$ cat config.mk
export PLATFORM = sky130hd
export DESIGN_NAME = decode_hazard_scheduler_flat
export DESIGN_NICKNAME = d
export VERILOG_FILES = /design/src/rtl/decode_hazard_if.sv /design/src/rtl/decode_hazard_scheduler.sv /design/src/flat_wrapper.sv
export SDC_FILE = /design/constraint.sdc
export NUM_CORES = 1
export LEC_CHECK = 0
export ABC_AREA = 1
export CAP_MARGIN = 20
export CORE_UTILIZATION = 46
export CTS_CLUSTER_DIAMETER = 50
export DETAILED_ROUTE_END_ITERATION = 6
export PLACE_DENSITY = 0.92
export SETUP_SLACK_MARGIN = 0.15
export SLEW_MARGIN = 20
export SYNTH_ARGS = -nofsm -noshare
export SYNTH_HDL_FRONTEND = slang
export SYNTH_SLANG_ARGS = --single-unit
$ cat constraint.sdc
create_clock -name clk -period 2 [get_ports clk]
set_clock_uncertainty 0.15 [all_clocks]
set_input_delay 0.3 -clock clk [delete_from_list [all_inputs] [get_ports clk]]
set_output_delay 0.3 -clock clk [all_outputs]
set_load 0.005 [all_outputs]
$ cat src/rtl/decode_hazard_if.sv
// Decode-phase handshake bundle between the miinst queue head / decode phase
// and the hazard scheduler.
interface decode_hazard_if #(
    parameter int REG_W       = 5,
    parameter int POST_DEC_LD = 3
);
    logic                   dec_valid;
    logic [REG_W-1:0]       dec_d;
    logic [REG_W-1:0]       dec_s;
    logic [REG_W-1:0]       dec_t;
    logic                   dec_wr;
    logic                   dec_load;
    logic                   dec_mc;
    logic                   mc_done;
    logic                   flush;
    logic                   stall;
    logic                   issue;
    logic [POST_DEC_LD-1:0] fwd_d;
    logic [POST_DEC_LD-1:0] fwd_s;
    logic [POST_DEC_LD-1:0] fwd_t;
    logic [31:0]            stall_cnt;

    modport master (
        output dec_valid, dec_d, dec_s, dec_t, dec_wr, dec_load, dec_mc, mc_done, flush,
        input  stall, issue, fwd_d, fwd_s, fwd_t, stall_cnt
    );

    modport slave (
        input  dec_valid, dec_d, dec_s, dec_t, dec_wr, dec_load, dec_mc, mc_done, flush,
        output stall, issue, fwd_d, fwd_s, fwd_t, stall_cnt
    );
endinterface

$ cat src/rtl/decode_hazard_scheduler.sv
// Decode-phase scoreboard: operand bypass selects, load-use and multi-cycle interlock.
// Optional stall-cycle counter enabled by defining HAZ_STALL_CNT_EN.
module decode_hazard_scheduler #(
    parameter int POST_DEC_LD = 3,
    parameter int REG_W       = 5,
    parameter int RIP_IDX     = 16,
    parameter int LOAD_RDY    = 1
) (
    input logic            clk,
    input logic            rst,
    decode_hazard_if.slave bus
);
    localparam logic [0:0] ST_IDLE = 1'b0;
    localparam logic [0:0] ST_BUSY = 1'b1;

    localparam logic [REG_W-1:0]       RIP     = REG_W'(RIP_IDX);
    localparam logic [POST_DEC_LD-1:0] LD_LATE = POST_DEC_LD'((1 << LOAD_RDY) - 1);

    logic [0:0]             state_q, state_d;
    logic [POST_DEC_LD-1:0] vld_q, vld_d;
    logic [POST_DEC_LD-1:0] wr_q, wr_d;
    logic [POST_DEC_LD-1:0] ld_q, ld_d;
    logic [REG_W-1:0]       dst_q [POST_DEC_LD];
    logic [REG_W-1:0]       dst_d [POST_DEC_LD];

    logic [POST_DEC_LD-1:0] m_d, m_s, m_t;
    logic [POST_DEC_LD-1:0] y_d, y_s, y_t;
    logic                   load_use;
    logic                   stall_w;
    logic                   issue_w;

    function automatic logic [POST_DEC_LD-1:0] youngest(input logic [POST_DEC_LD-1:0] m);
        return m & (~m + POST_DEC_LD'(1));
    endfunction

    // match: stage comparison against head operands
    always_comb begin
        m_d = '0;
        m_s = '0;
        m_t = '0;
        for (int k = 0; k < POST_DEC_LD; k++) begin
            m_d[k] = vld_q[k] & wr_q[k] & (dst_q[k] == bus.dec_d) & (bus.dec_d != RIP);
            m_s[k] = vld_q[k] & wr_q[k] & (dst_q[k] == bus.dec_s) & (bus.dec_s != RIP);
            m_t[k] = vld_q[k] & wr_q[k] & (dst_q[k] == bus.dec_t) & (bus.dec_t != RIP);
        end
        y_d = youngest(m_d);
        y_s = youngest(m_s);
        y_t = youngest(m_t);
    end

    // A producing load still short of its data stage cannot be bypassed yet.
    assign load_use = |((y_d | y_s | y_t) & ld_q & LD_LATE);
    assign stall_w  = ~rst & bus.dec_valid & ~bus.flush & ((state_q == ST_BUSY) | load_use);
    assign issue_w  = ~rst & bus.dec_valid & ~bus.flush & ~stall_w;

    assign bus.stall = stall_w;
    assign bus.issue = issue_w;
    assign bus.fwd_d = y_d;
    assign bus.fwd_s = y_s;
    assign bus.fwd_t = y_t;

    // next state: stage shift and multi-cycle FSM
    always_comb begin
        vld_d    = '0;
        wr_d     = '0;
        ld_d     = '0;
        vld_d[0] = issue_w;
        wr_d[0]  = bus.dec_wr;
        ld_d[0]  = bus.dec_load;
        dst_d[0] = bus.dec_d;
        for (int k = 1; k < POST_DEC_LD; k++) begin
            vld_d[k] = vld_q[k-1];
            wr_d[k]  = wr_q[k-1];
            ld_d[k]  = ld_q[k-1];
            dst_d[k] = dst_q[k-1];
        end

        state_d = state_q;
        case (state_q)
            ST_IDLE: if (issue_w && bus.dec_mc) state_d = ST_BUSY;
            ST_BUSY: if (bus.mc_done)           state_d = ST_IDLE;
            default:                            state_d = ST_IDLE;
        endcase
    end

    always_ff @(posedge clk) begin
        if (rst) begin
            vld_q   <= '0;
            state_q <= ST_IDLE;
        end else begin
            vld_q   <= vld_d;
            state_q <= state_d;
        end
    end

    always_ff @(posedge clk) begin
        wr_q <= wr_d;
        ld_q <= ld_d;
        for (int k = 0; k < POST_DEC_LD; k++) begin
            dst_q[k] <= dst_d[k];
        end
    end

`ifdef HAZ_STALL_CNT_EN
    logic [31:0] stall_cnt_q, stall_cnt_d;

    function automatic logic [31:0] sat_inc(input logic [31:0] v);
        return (v == 32'hFFFF_FFFF) ? v : v + 32'd1;
    endfunction

    always_comb begin
        stall_cnt_d = stall_cnt_q;
        if (stall_w) stall_cnt_d = sat_inc(stall_cnt_q);
    end

    always_ff @(posedge clk) begin
        if (rst) stall_cnt_q <= '0;
        else     stall_cnt_q <= stall_cnt_d;
    end

    assign bus.stall_cnt = stall_cnt_q;
`else
    assign bus.stall_cnt = '0;
`endif

endmodule

$ cat src/flat_wrapper.sv
// flat-port wrapper written by rule: the top's interface ports become plain ports
module decode_hazard_scheduler_flat 
#(
    parameter int POST_DEC_LD = 3,
    parameter int REG_W       = 5,
    parameter int RIP_IDX     = 16,
    parameter int LOAD_RDY    = 1
)
  (clk, rst, bus_dec_valid, bus_dec_d, bus_dec_s, bus_dec_t, bus_dec_wr, bus_dec_load, bus_dec_mc, bus_mc_done, bus_flush, bus_stall, bus_issue, bus_fwd_d, bus_fwd_s, bus_fwd_t, bus_stall_cnt);
  decode_hazard_if #(.REG_W(REG_W), .POST_DEC_LD(POST_DEC_LD)) bus_i ();
  input logic clk;
  input logic rst;
  input wire logic [$bits(bus_i.dec_valid)-1:0] bus_dec_valid;
  input wire logic [$bits(bus_i.dec_d)-1:0] bus_dec_d;
  input wire logic [$bits(bus_i.dec_s)-1:0] bus_dec_s;
  input wire logic [$bits(bus_i.dec_t)-1:0] bus_dec_t;
  input wire logic [$bits(bus_i.dec_wr)-1:0] bus_dec_wr;
  input wire logic [$bits(bus_i.dec_load)-1:0] bus_dec_load;
  input wire logic [$bits(bus_i.dec_mc)-1:0] bus_dec_mc;
  input wire logic [$bits(bus_i.mc_done)-1:0] bus_mc_done;
  input wire logic [$bits(bus_i.flush)-1:0] bus_flush;
  output wire logic [$bits(bus_i.stall)-1:0] bus_stall;
  output wire logic [$bits(bus_i.issue)-1:0] bus_issue;
  output wire logic [$bits(bus_i.fwd_d)-1:0] bus_fwd_d;
  output wire logic [$bits(bus_i.fwd_s)-1:0] bus_fwd_s;
  output wire logic [$bits(bus_i.fwd_t)-1:0] bus_fwd_t;
  output wire logic [$bits(bus_i.stall_cnt)-1:0] bus_stall_cnt;
  assign bus_i.dec_valid = bus_dec_valid;
  assign bus_i.dec_d = bus_dec_d;
  assign bus_i.dec_s = bus_dec_s;
  assign bus_i.dec_t = bus_dec_t;
  assign bus_i.dec_wr = bus_dec_wr;
  assign bus_i.dec_load = bus_dec_load;
  assign bus_i.dec_mc = bus_dec_mc;
  assign bus_i.mc_done = bus_mc_done;
  assign bus_i.flush = bus_flush;
  assign bus_stall = bus_i.stall;
  assign bus_issue = bus_i.issue;
  assign bus_fwd_d = bus_i.fwd_d;
  assign bus_fwd_s = bus_i.fwd_s;
  assign bus_fwd_t = bus_i.fwd_t;
  assign bus_stall_cnt = bus_i.stall_cnt;
  decode_hazard_scheduler #(.POST_DEC_LD(POST_DEC_LD), .REG_W(REG_W), .RIP_IDX(RIP_IDX), .LOAD_RDY(LOAD_RDY)) u_core (.clk(clk), .rst(rst), .bus(bus_i));
endmodule
==> out/qor.txt, run 1 <==
Met1 usage: 33.3%
Hold-critical path depth: 1
Initial antenna violation count: 0
Die X: 60.6 microns
Leading cell types in the layout, fill and taps excluded: buf_4 (46), nand2_1 (43), conb_1 (32)
Mapped Cells: 238
Clock power frac: 20.7%
Seq pwr share: 48.6%
CP Max Fanout: 4
Row cnt: 20
Via count: 1934
GP Congestion: 0.923
Pint: 711 uW
Min setup slack post-route: -0.204 ns
Total wire length: 5620 microns
Via/cell ratio: 5.09
Synth warn: 0
MaxCap Viol Count: 0
Worst setup path start: u_core.dst_q[0][4]
Peak supply drop: 0.000319 V
CP Capture Type: output port
Crit-path cells: buf_6, xor2_2, nor2_1, nand3_2, nand3_2, nand2_2, buf_6, nand2_4, nor2_2, buf_2
Pre-antenna DRT Iters: 5
Root Driver: clkbuf_4
PortBufs: 33
Post-Syn Area per Cell: 6.63 sq um
Setup TNS: -1.18 ns
HP Class: input pin to flip-flop
Startpoint Class: flip-flop
GRT Max-Usage Layer: met2
Lkg Pwr: 0.00133 uW
H-tree depth: 1
Worst-case reg-to-reg path depth: 12
Mapped cell area: 0.00158 sq mm
Share of cells above drive strength 1: 47.9%
DP HPWL: 3550 microns
Cell variety after synth: 24
# fillers: 181
Worst-path clk slew: 0.12 ns
Die Height: 60.6 microns
Endpoints failing hold: 0
Net Sw Power: 337 uW
PD cells: 409 mW/mm^2
Core footprint: 0.00315 sq mm
Worst hold start: bus_dec_d[2]
Vias in the first global route: 1834
Wirelength per Cell: 14.8 microns
CTS tree: done
Worst Path Required: 1.55 ns
RR Startpoint: u_core.dst_q[0][4]
Met3 GRT Util: 4.05%
Starting density of the core: 50.1%
# DRC: 0
GR Overflow Total: 0
Tmin final: 2.20 ns
First-pass GRT wire length: 7890 microns
Nets: 360
Finished Layout Cells: 380
Logic pwr share: 30.7%
Post-route ant nets: 0
Area Overhead vs Synth: 62.4%
Most common cell after layout, fill and taps aside: buf_4
Failing checks: negative setup slack
Final setup viols: 10
Switching share of total power: 32.1%
RSZ-0062 raised after global routing: yes
Bufs on Longest Clock Path: 2
Largest net degree at the start of global routing: 13
Total CTS buffers: 3
Status: finished with violations
GRT Total Usage: 30.2%
Critical Path Slowest Stage Cell: dfxtp_4
Placed insts: 358
Crit-path max cell delay: 0.39 ns
# diodes: 0
I/O pin total: 66
Sink Count: 23
Critical path class: flip-flop to output port
CP arrival: 1.75 ns
Initial drt markers: 149
Synth Register Bits: 23
Fmax: 0.454 GHz
Tcrit/Tclk final: 110%
Clk_lat worst skew: 0.32 ns
Met2 Use GR: 53.5%
Die footprint: 0.00367 sq mm
Post-synthesis sequential area ratio: 29.2%
Pins Over Slew Limit: 0
Total Power: 1050 uW
==> cells by family (layout without fill, tap and decap cells) <==
group,after synthesis,in the layout,share of synthesized area (%)
AOI/OAI and AO/OA,22,22,8.40
DFF,23,23,29.2
and+or+nand+nor,107,107,30.6
xor gates and xnor gates,12,12,6.66
buffers and inverters,73,140,25.0
other,1,32,0.237
==> per-layer routing <==
layer	part of all wire (%)	wire length [microns]	up-vias
met2	49	2750	154
met4	5.7	320	0
met3	8.0	451	31
met1	37	2090	872
li1	-	-	877
met5	0	0	-
==> cell usage after synthesis (all sizes together) <==
cell type   n  area, sq um
nand2      55          211
inv        41          154
buf        32          240
nor2       26          108
dfxtp      23          460
nand3      11         75.1
o22ai       9         56.3
a21oi       8         40.0
xnor2       6         52.6
xor2        6         52.6
nand4       4         25.0
nor3        4         20.0
nor4        4         25.0
o2111ai     2         17.5
o21ai       2         10.0
or2         2         12.5
a2111oi     1         8.76
conb        1         3.75
nand2b      1         6.26
==> worst max-delay path: cells and delay by family (launching register included) <==
family | cells | cell delay, ns
and+or+nand+nor | 6 | 0.52
xor gates and xnor gates | 1 | 0.17
buffers and inverters | 3 | 0.35
DFF | 1 | 0.39
==> layout make-up <==
class / count / area [sq um] / share of cell area, %
multi-input cells: 173 / 1040 / 40.7
repair buffers: 95 / 786 / 30.6
flip-flops and latches: 23 / 492 / 19.2
inverters: 41 / 161 / 6.30
well taps: 44 / 55.1 / 2.15
clock buffers: 4 / 26.3 / 1.02
==> what timing repair did <==
item,in CTS,in global routing
setup buffers,11,6
hold endpoints to repair,0,1
hold buffers,0,1
gates resized for setup,116,49
endpoints found under the setup margin,11,12
gates cloned,0,0
pin swaps,26,20
==> through the flow <==
stage          area [sq um]  hold slack [ns]  util (%)  setup slack, ns
2_1_floorplan          1700            0.178         -            0.501
6_report               2560          0.00673      81.3           -0.204
4_1_cts                2410            0.133      76.3           -0.217
5_1_grt                2560          0.00177      81.3           -0.271
3_5_place_dp           2170            0.212      68.8           -0.693
3_3_place_gp           2170            0.200      68.8           -0.636
==> registers in the layout, summed over array words and instances, names as in the netlist <==
register and flops:
u_core.dst_q 15, u_core.ld_q 1, u_core.state_q 1, u_core.vld_q 3, u_core.wr_q 3
==> power groups by stage <==
stage	logic (uW)	clock network [uW]	registers (uW)
floorplan	157	0	509
global placement	251	0	510
detailed placement	257	0	511
CTS	278	221	503
global route	345	241	512
finish	321	217	509
==> final timing paths <==
| path | slack, ns | endpoint |
|---|---|---|
| setup / recovery | -0.20 | bus_issue |
| hold / removal | 0.007 | u_core.dst_q[0][2] |
| setup reg to reg | 0.16 | u_core.vld_q[0] |
| hold reg to reg | 0.23 | u_core.dst_q[0][5] |
(Power assumes the default switching activity.)
==> run 2: changes to the inputs <==
==> constraint.sdc (replaced) <==
create_clock -name clk -period 2 [get_ports clk]
set_clock_uncertainty 0.15 [all_clocks]
set_input_delay 0.4 -clock clk [delete_from_list [all_inputs] [get_ports clk]]
set_output_delay 0.4 -clock clk [all_outputs]
set_load 0.005 [all_outputs]
==> run 2 against run 1 <==
The run still ends with negative setup slack left; via count rose by 4.4%; count of clock-buffer cells in the layout fell by 1; critical path depth decreased by 1; combinational power is 14% higher; worst setup slack got worse by 0.087 ns; first-iteration DRC count is 8.1% higher; largest cell class unchanged; largest power group unchanged; highest routed layer unchanged.
==> out/qor.txt, run 2 (synthesis gave the netlist of run 1 again) <==
Status: finished with violations
Failing checks: negative setup slack
Post-route ant nets: 0
CP Capture Type: output port
First-pass GRT wire length: 8650 microns
HP Class: input pin to flip-flop
Leading cell types in the layout, fill and taps excluded: buf_4 (37), nand2_1 (35), conb_1 (32)
Reg with most FFs: u_core.dst_q
GR Overflow Total: 0
Crit-path max cell delay: 0.41 ns
Share of cells above drive strength 1: 57.1%
Min setup slack post-route: -0.291 ns
I/O pin total: 66
Register area: 499 sq um
Most numerous cell on the critical path: inv_2
Endpoints failing hold: 0
Pins Over Slew Limit: 0
Final Util: 84.8%
Pre-antenna DRT Iters: 6
Most common cell after layout, fill and taps aside: buf_4
Via count: 2019
Tmin final: 2.29 ns
CP arrival: 1.74 ns
Crit-path cells: inv_2, buf_4, o22ai_2, nor2_2, o2111ai_2, nand2b_4, inv_2, nor2_1, buf_2
Finished Layout Cells: 375
CP Max Fanout: 5
CTS tree: done
Critical Path Slowest Stage Cell: dfxtp_4
Multi-input logic area: 0.00113 sq mm
RSZ-0062 raised after global routing: yes
Startpoint Class: flip-flop
Die X: 60.6 microns
DP HPWL: 3580 microns
H-tree depth: 1
Largest net degree at the start of global routing: 14
Top Registers: u_core.dst_q: 15 flops, u_core.vld_q: 3 flops, u_core.wr_q: 3 flops
Bufs on Longest Clock Path: 2
Area Overhead vs Synth: 69.3%
Final setup viols: 12
PD cells: 413 mW/mm^2
Initial drt markers: 161
Die footprint: 0.00367 sq mm
Clk_lat worst skew: 0.32 ns
Initial antenna violation count: 0
Starting density of the core: 50.1%
MaxCap Viol Count: 0
GP Congestion: 0.977
Via/cell ratio: 5.38
Critical path class: flip-flop to output port
Total CTS buffers: 3
Total wire length: 6720 microns
Die Height: 60.6 microns
# diodes: 0
Fmax: 0.436 GHz
Peak supply drop: 0.000403 V
Number of flip-flops in the largest register: 15
Core footprint: 0.00315 sq mm
Nets: 355
Worst Path Required: 1.45 ns
Root Driver: clkbuf_4
Sink Count: 23
GRT Total Usage: 33.2%
PortBufs: 33
Row cnt: 20
Worst-path clk slew: 0.13 ns
Hold bufs inserted after CTS: 0
Tcrit/Tclk final: 115%
Wirelength per Cell: 17.9 microns
Lkg Pwr: 0.00132 uW
Placed insts: 352
Total Power: 1100 uW
# fillers: 176
# DRC: 0
Vias in the first global route: 1914
run 2: cell count changes in the layout (fill, tap and decap cells not counted), moves of 5 or more:
cell | previous run | this run
buf_2 | 7 | 13
buf_4 | 46 | 37
nand2_2 | 10 | 19
nand2_1 | 43 | 35
clkbuf_2 | 5 | 0
inv_2 | 16 | 22
clkdlybuf4s15_2 | 0 | 7
inv_1 | 22 | 14
dlygate4sd2_1 | 10 | 0
run 2: final cells by class:
type                    count  share of cell area, %
clock inverters             1                  0.187
flip-flops and latches     23                   18.7
inverters                  41                   6.22
well taps                  44                   2.06
multi-input cells         173                   42.2
clock buffers               3                  0.842
repair buffers             90                   29.9
run 2: through the flow:
stage	area, sq um	setup slack, ns	setup TNS, ns	hold WS (ns)
2_1_floorplan	1700	0.301	0	0.181
6_report	2670	-0.291	-2.20	0.212
4_1_cts	2430	-0.174	-1.10	0.202
3_3_place_gp	2130	-0.878	-7.85	0.186
3_5_place_dp	2130	-0.836	-8.13	0.188
5_1_grt	2670	-0.373	-2.98	0.214
run 2: path summary, 6_finish.rpt:
check                                        start                  to  slack (ns)  cells past startpoint
worst min-delay path                  bus_dec_d[3]  u_core.dst_q[0][3]        0.21                      1
worst max-delay path            u_core.dst_q[0][8]        bus_fwd_t[2]       -0.29                      9
worst min register to register      u_core.wr_q[1]      u_core.wr_q[2]        0.24                      0
worst max register to register  u_core.dst_q[0][1]     u_core.vld_q[0]       -0.27                     16
run 2: worst max-delay path: cells and delay by family, from the launching register on:
| family | cells | cell delay [ns] |
|---|---|---|
| buffers and inverters | 4 | 0.39 |
| AOI/OAI and AO/OA | 2 | 0.21 |
| and+or+nand+nor | 3 | 0.41 |
| DFF | 1 | 0.41 |
run 2: timing repair:
| item | 4_1_cts | 5_1_grt |
|---|---|---|
| resized for setup | 160 | 64 |
| buffers inserted | 16 | 3 |
| hold endpoints to repair | 0 | 0 |
| setup endpoints to repair | 11 | 12 |
| pin swaps | 37 | 25 |
run 2: report_power, final:
part	switching (uW)	total [uW]	leakage [uW]	internal, uW
Sequential	33.2	513	0.000196	479
Combinational	196	366	0.00111	170
Clock	151	226	0.0000177	75.0
run 2: layer usage:
metal	GRT usage (%)	vias up	part of all wire, %
met1	35.8	916	34
met2	59.5	167	48
met3	4.48	65	8.8
li1	-	871	-
met5	0	-	0
met4	24.0	0	9.3
==> run 3: changes to the inputs <==
==> constraint.sdc (replaced) <==
create_clock -name clk -period 2 [get_ports clk]
set_clock_uncertainty 0.15 [all_clocks]
set_input_delay 0.2 -clock clk [delete_from_list [all_inputs] [get_ports clk]]
set_output_delay 0.2 -clock clk [all_outputs]
set_load 0.005 [all_outputs]
==> run 3 against run 2 <==
The run still ends with negative setup slack left; worst hold slack got worse by 0.15 ns; register-to-register slack improved by 0.33 ns; final cell count fell by 0.53%; count of clock-buffer cells in the layout rose by 1; sequential cell count did not move; via count rose by 2.0%; sequential power barely moved; cell area fell by 1.4%.
==> out/qor.txt, run 3 (synthesis gave the netlist of run 1 again) <==
Status: finished with violations
Failing checks: negative setup slack
Initial drt markers: 158
Leading cell types in the layout, fill and taps excluded: buf_4 (40), nand2_1 (37), conb_1 (32)
Nets: 352
Met1 usage: 36.1%
PortBufs: 33
CP Capture Type: output port
Fmax: 0.486 GHz
Min setup slack post-route: -0.0587 ns
Number of flip-flops in the largest register: 15
Worst Path Required: 1.65 ns
Die X: 60.6 microns
Largest net degree at the start of global routing: 13
Clk_lat worst skew: 0.33 ns
Sink Count: 23
Initial antenna violation count: 1
RSZ-0062 raised after global routing: yes
Starting density of the core: 50.1%
I/O pin total: 66
MaxCap Viol Count: 0
GP Congestion: 0.937
Tcrit/Tclk final: 103%
H-tree depth: 1
Placed instance area: 0.00207 sq mm
Worst-path clk slew: 0.14 ns
Pins Over Slew Limit: 0
Peak supply drop: 0.000332 V
# DRC: 0
Core footprint: 0.00315 sq mm
Lkg Pwr: 0.00135 uW
PD cells: 413 mW/mm^2
Setup TNS: -0.222 ns
Met2 Use GR: 58.1%
Total CTS buffers: 3
Final setup viols: 6
First-pass GRT wire length: 8740 microns
Via count: 2060
Endpoints failing hold: 0
R2R setup slack: 0.06 ns
Met3 GRT Util: 7.68%
CP Max Fanout: 3
Startpoint Class: flip-flop
DP HPWL: 3560 microns
Most common cell after layout, fill and taps aside: buf_4
GRT Max-Usage Layer: met2
HP Class: input pin to flip-flop
Pre-antenna DRT Iters: 5
Tmin final: 2.06 ns
Share of cells above drive strength 1: 51.2%
Area Overhead vs Synth: 67.0%
Root Driver: clkbuf_4
GRT Total Usage: 33.4%
Post-route ant nets: 0
CP arrival: 1.71 ns
Wirelength per Cell: 17.7 microns
Vias in the first global route: 1847
Reg with most FFs: u_core.dst_q
Row cnt: 20
GR Overflow Total: 0
CTS tree: done
Critical path class: flip-flop to output port
Via/cell ratio: 5.52
Die Height: 60.6 microns
Total wire length: 6590 microns
Finished Cell Area: 0.00264 sq mm
Bufs on Longest Clock Path: 2
Top Registers: u_core.dst_q: 15 flops, u_core.vld_q: 3 flops, u_core.wr_q: 3 flops
Die footprint: 0.00367 sq mm
## run 3: cell count changes in the layout (fill, tap and decap cells not counted), sizes merged
cell,previous run,this run
diode,0,1
buf,73,65
clkinv,1,0
dlymetal6s2s,0,3
dlygate4sd2,0,11
clkdlybuf4s50,7,8
clkbuf,3,4
clkdlybuf4s15,10,0
## run 3: path summary, 6_finish.rpt
| check | cells past startpoint | start | to |
|---|---|---|---|
| worst min register to register | 0 | u_core.dst_q[0][8] | u_core.dst_q[0][13] |
| worst min-delay path | 1 | bus_dec_d[1] | u_core.dst_q[0][1] |
| worst max register to register | 16 | u_core.dst_q[0][1] | u_core.vld_q[0] |
| worst max-delay path | 10 | u_core.dst_q[0][1] | bus_fwd_d[2] |
## run 3: worst max-delay path: stages, from the launching register on
cell and delay, ns:
dfxtp_2 0.36, inv_1 0.10, nand2_1 0.11, nand2_1 0.10
inv_1 0.04, nand2_1 0.07, nor2_2 0.04, nand2_2 0.09
inv_2 0.07, nor4_4 0.26, buf_2 0.15
## run 3: timing repair
item | CTS | global route
buffers inserted | 18 | 5
hold buffers | 0 | 0
gates resized for setup | 120 | 64
pin swaps | 34 | 32
setup endpoints to repair | 11 | 12
## run 3: power by group
part	internal, uW	switching [uW]	total, uW
clock	78.2	147	225
combinational	157	195	352
sequential	481	31.1	512
## run 3: routing by layer
layer	up-vias	part of all wire (%)
met5	-	0
met2	197	49
li1	861	-
met3	67	10
met1	935	33
met4	0	7.9
## run 3: layout make-up
type / count / area (sq um)
Fill cell: 183 / 517
Antenna cell: 1 / 2.50
Inverter: 41 / 164
Multi-Input combinational cell: 173 / 1160
Tap cell: 44 / 55.1
Timing Repair Buffer: 87 / 733
Clock buffer: 4 / 26.3
Sequential cell: 23 / 499
## run 3: metrics by stage
step / worst slack [ns] / std cells / total power, uW / utilization, % / hold WS, ns
floorplan: 0.603 / 269 / 666 / - / 0.0777
global placement: -0.461 / 345 / 746 / 65.8 / 0.200
detailed placement: -0.493 / 345 / 753 / 65.8 / 0.213
CTS: -0.00302 / 367 / 1010 / 75.3 / 0.0568
global route: -0.191 / 373 / 1130 / 83.6 / 0.0671
finish: -0.0587 / 373 / 1090 / 83.6 / 0.0617
